[src/rtl/car_pkg.sv]
// Shared types and constants for the car park entry/exit flow controller.
// Holds the FSM state encoding, the BCD limits and the sensor transition table.
package car_pkg;

  typedef enum logic [2:0] {
    IDLE,
    IN_A,
    IN_AB,
    IN_B,
    OUT_B,
    OUT_AB,
    OUT_A,
    ERR
  } state_t;

  localparam logic [3:0] MAX_UNITS = 4'd9;
  localparam logic [3:0] MAX_TENS  = 4'd9;

  // {a,b} codes: 10 = only outer blocked, 01 = only inner blocked.
  // Path states move forward, back off to their predecessor, or hold.
  // Every other code is a two-bit jump and lands in ERR.
  function automatic state_t next_state(input state_t s, input logic [1:0] ab);
    next_state = ERR;
    case (s)
      IDLE: case (ab)
        2'b00:   next_state = IDLE;
        2'b10:   next_state = IN_A;
        2'b01:   next_state = OUT_B;
        default: next_state = ERR;
      endcase
      IN_A: case (ab)
        2'b10:   next_state = IN_A;
        2'b11:   next_state = IN_AB;
        2'b00:   next_state = IDLE;
        default: next_state = ERR;
      endcase
      IN_AB: case (ab)
        2'b11:   next_state = IN_AB;
        2'b01:   next_state = IN_B;
        2'b10:   next_state = IN_A;
        default: next_state = ERR;
      endcase
      IN_B: case (ab)
        2'b01:   next_state = IN_B;
        2'b00:   next_state = IDLE;
        2'b11:   next_state = IN_AB;
        default: next_state = ERR;
      endcase
      OUT_B: case (ab)
        2'b01:   next_state = OUT_B;
        2'b11:   next_state = OUT_AB;
        2'b00:   next_state = IDLE;
        default: next_state = ERR;
      endcase
      OUT_AB: case (ab)
        2'b11:   next_state = OUT_AB;
        2'b10:   next_state = OUT_A;
        2'b01:   next_state = OUT_B;
        default: next_state = ERR;
      endcase
      OUT_A: case (ab)
        2'b10:   next_state = OUT_A;
        2'b00:   next_state = IDLE;
        2'b11:   next_state = OUT_AB;
        default: next_state = ERR;
      endcase
      ERR:     next_state = (ab == 2'b00) ? IDLE : ERR;
      default: next_state = ERR;
    endcase
  endfunction

endpackage

[src/rtl/bit_sync.sv]
// Multi-flop synchronizer bringing one asynchronous bit into the clk domain.
module bit_sync #(
  parameter int STAGES = 2
) (
  input  logic clk,
  input  logic rst,
  input  logic d,
  output logic q
);

  logic [STAGES-1:0] sync_reg;

  always_ff @(posedge clk) begin
    if (rst) begin
      sync_reg <= '0;
    end else begin
      sync_reg <= {sync_reg[STAGES-2:0], d};
    end
  end

  assign q = sync_reg[STAGES-1];

endmodule

[src/rtl/car_flow_ctrl.sv]
// Two-beam car direction detector driving an external BCD occupancy counter.
// Emits one count pulse per completed pass, or a reject when the count is at its limit.
module car_flow_ctrl
  import car_pkg::*;
#(
  parameter int SYNC_STAGES = 2
) (
  input  logic       clk,
  input  logic       rst,
  input  logic       sens_a,
  input  logic       sens_b,
  input  logic [3:0] units,
  input  logic [3:0] tens,
  output logic       cnt_en,
  output logic       cnt_up,
  output logic       full,
  output logic       empty,
  output logic       reject,
  output logic       seq_err
);

  logic   a_sync;
  logic   b_sync;
  logic   [1:0] ab;
  state_t state_reg;
  state_t state_next;
  logic   car_in;
  logic   car_out;
  logic   to_err;

  bit_sync #(.STAGES(SYNC_STAGES)) u_sync_a (.clk(clk), .rst(rst), .d(sens_a), .q(a_sync));
  bit_sync #(.STAGES(SYNC_STAGES)) u_sync_b (.clk(clk), .rst(rst), .d(sens_b), .q(b_sync));

  assign ab    = {a_sync, b_sync};
  assign full  = (tens == MAX_TENS) && (units == MAX_UNITS);
  assign empty = (tens == 4'd0) && (units == 4'd0);

  always_comb begin
    state_next = next_state(state_reg, ab);
    car_in     = (state_reg == IN_B)  && (ab == 2'b00);
    car_out    = (state_reg == OUT_A) && (ab == 2'b00);
    to_err     = (state_next == ERR)  && (state_reg != ERR);
  end

  // Outputs are registered so they change on the same edge the FSM returns to IDLE.
  always_ff @(posedge clk) begin
    if (rst) begin
      state_reg <= IDLE;
      cnt_en    <= 1'b0;
      cnt_up    <= 1'b1;
      reject    <= 1'b0;
      seq_err   <= 1'b0;
    end else begin
      state_reg <= state_next;
      cnt_en    <= 1'b0;
      reject    <= 1'b0;
      seq_err   <= to_err;
      if (car_in) begin
        if (full) begin
          reject <= 1'b1;
        end else begin
          cnt_en <= 1'b1;
          cnt_up <= 1'b1;
        end
      end else if (car_out) begin
        if (empty) begin
          reject <= 1'b1;
        end else begin
          cnt_en <= 1'b1;
          cnt_up <= 1'b0;
        end
      end
    end
  end

endmodule

[config.mk]
export PLATFORM = sky130hd
export DESIGN_NAME = car_flow_ctrl
export DESIGN_NICKNAME = d
export VERILOG_FILES = /design/src/rtl/car_pkg.sv /design/src/rtl/bit_sync.sv /design/src/rtl/car_flow_ctrl.sv
export SDC_FILE = /design/constraint.sdc
export NUM_CORES = 1
export LEC_CHECK = 0
export CELL_PAD_IN_SITES_DETAIL_PLACEMENT = 0
export CELL_PAD_IN_SITES_GLOBAL_PLACEMENT = 1
export CORE_AREA = 4 4 51 53
export CTS_CLUSTER_SIZE = 14
export DETAILED_ROUTE_END_ITERATION = 8
export DIE_AREA = 0 0 55 57
export PLACE_DENSITY = 0.77
export SYNTH_ARGS = -nofsm -noshare
export SYNTH_HDL_FRONTEND = slang
export SYNTH_SLANG_ARGS = --single-unit
export TNS_END_PERCENT = 100
[constraint.sdc]
create_clock -name clk -period 2.27 [get_ports clk]
set_input_delay 0.454 -clock clk [delete_from_list [all_inputs] [get_ports clk]]
set_output_delay 0.454 -clock clk [all_outputs]
set_load 0.02 [all_outputs]
==> flow_summary.toml <==
[run_status]
outcome = "finished clean"

[run]
drv_cap = 0

[setup_path]
arrival_ns = 1.75
path_max_fanout = 3
cp.required_ns = 1.82
cp-start-kind = "input port"
critPathTopFamily = "simple AND/OR/NAND/NOR gates"
slowest_delay_ns = 0.56
path_buf_inv = 2
critPathKind = "in -> out"
worstPathCellList = "clkdlybuf4s50_1 -> or4_4 -> nor2_2 -> buf_2"
rrSetupSlack_ns = 0.53
endpoint_kind = "output port"
cp_slowest_cell = "or4_4"

[floorplanning]
die_y_microns = 57
core_area_sq_um = 2150
start_util_pct = 34.1
fp-row-count = 17
io_pins = 18
die_x_microns = 55
die_area_sq_um = 3140

[drt]
wl_per_cell_microns = 11.7
drc = 0
vias_per_cell = 4.91
first_iter_violations = 6
vias = 623
wirelength_microns = 1480
antenna_left = 0
drt_first_pass_iters = 4

[clocking]
cts_made_buffers = 3
worstSkewPairLatency_ns = 0.26
path_clk_slew_ns = 0.06
cts_resized = 8
cts_tree = "done"
numClockSinks = 11
cts_setup_buffers = 0
ctsHtreeMaxLevel = 1
cts.root.buffer_cell = "clkbuf_4"
cts_hold_buffers = 0
clockBufferDepth = 2

[grt]
grt_pass1_wl_microns = 2520
grt_pass1_vias = 610
grt_use_total_pct = 10.9
antenna_found_initial = 0
grt_start_max_net_pins = 17
grt-ovfl-total = 0

[synthesis]
avgSynthCellArea_sq_um = 9.40
synth_cells = 78
ys_seq_elements = 11
synth.distinct_cells = 36
syn_area_sq_um = 733
async_flop_share_pct = 0
yosysTopAreaCell = "dfxtp_1"
synth_area_leaders = "dfxtp_1, ha_1, nor2b_1"
ys_seq_area_share_pct = 30.0
synth_top_area_share_pct = 30.0
synth_edf_count = 0
yosys_warnings = 0
synthFlopType = "dfxtp_1"
syn_nets = 97

[placed_design]
place_congestion = 0.767
port_buffers = 17
post-dp-hpwl_microns = 1200
post-place-ws_ns = -0.390
place_area_sq_um = 937

[sta]
clock_skew_ns = 0.000399
fmax_mhz = 454
rsz0062_at_grt = "no"
hold_viol = 0
worst_slack_ns = 0.0657
finalSetupViolCount = 0
whs_ns = 0.440
slew_viol_final = 0
fin_crit_ns = 2.20
max_slew_margin_pct = 65.9
tightest_slew_ns = 0.511
finalCritPeriodShare_pct = 97.1

[pwr]
p_per_area_nw_per_um2 = 852
ir_drop_mv = 0.494
p_leak_uw = 0.000363

[layout]
final_area_sq_um = 953
diodes = 0
layout_commonest_cell = "clkdlybuf4s50_1"
largest_reg_flops = 3
final_cell_mix = "clkdlybuf4s50_1, dfxtp_1, ha_1, nor2_1"
layout-drive-gt1-share_pct = 21.2
syn_to_final_growth_pct = 30.0
nets = 119

[hold_path]
min_path_type = "reg -> reg"
## report_power, final
group / internal (uW) / switching [uW]
combinational: 187 / 171
sequential: 231 / 98.2
clock: 67.8 / 56.6
total: 486 / 326
## cell families after synthesis
kind of cell,share of synthesized area (%)
mux,2.73
flops,30.0
buf+inv,6.31
simple gates,33.6
fa+ha+maj,11.9
compound gates,15.4
## stage by stage
| step | setup TNS, ns | total power, uW | cells | util, % |
|---|---|---|---|---|
| 2_1_floorplan | 0 | 631 | 78 | - |
| 3_3_place_gp | -0.682 | 688 | 123 | 43.6 |
| 3_5_place_dp | -0.766 | 695 | 123 | 43.6 |
| 4_1_cts | 0 | 824 | 127 | 44.4 |
| 5_1_grt | 0 | 882 | 127 | 44.4 |
| 6_report | 0 | 812 | 127 | 44.4 |
## cell usage after synthesis (2+ instances only)
cell,instances
a21oi_1,3
inv_1,3
nor2b_1,5
nor3_1,2
nand3_1,2
dfxtp_1,11
nor3b_1,2
nor2_1,6
mux2i_1,2
buf_6,2
nand2_1,5
nor2_2,3
nand3b_1,2
ha_1,7
or4_1,2
## cell type report
cell class                      count  area (sq um)
Tap cell                           28          35.0
Multi-Input combinational cell     59           467
Clock buffer                        4          26.3
Sequential cell                    11           220
Fill cell                         216          1190
Timing Repair Buffer               21           190
Inverter                            4          15.0
## layer usage
layer	GRT usage [%]	up-vias	part of all wire (%)
li1	-	323	-
met1	12.8	289	44
met2	18.2	7	52
met3	0.783	4	1.8
met4	7.29	0	1.9
met5	0	-	0
## final timing paths
| kind | depth (start not counted) | endpoint | from |
|---|---|---|---|
| hold / removal | 1 | u_sync_a.sync_reg[1]$_SDFF_PP0_ | u_sync_a.sync_reg[0]$_SDFF_PP0_ |
| setup / recovery | 4 | full | tens[1] |
| hold reg to reg | 1 | u_sync_a.sync_reg[1]$_SDFF_PP0_ | u_sync_a.sync_reg[0]$_SDFF_PP0_ |
| setup reg to reg | 7 | seq_err$_SDFF_PP0_ | u_sync_b.sync_reg[1]$_SDFF_PP0_ |
Power figures use the tool's default switching activity.
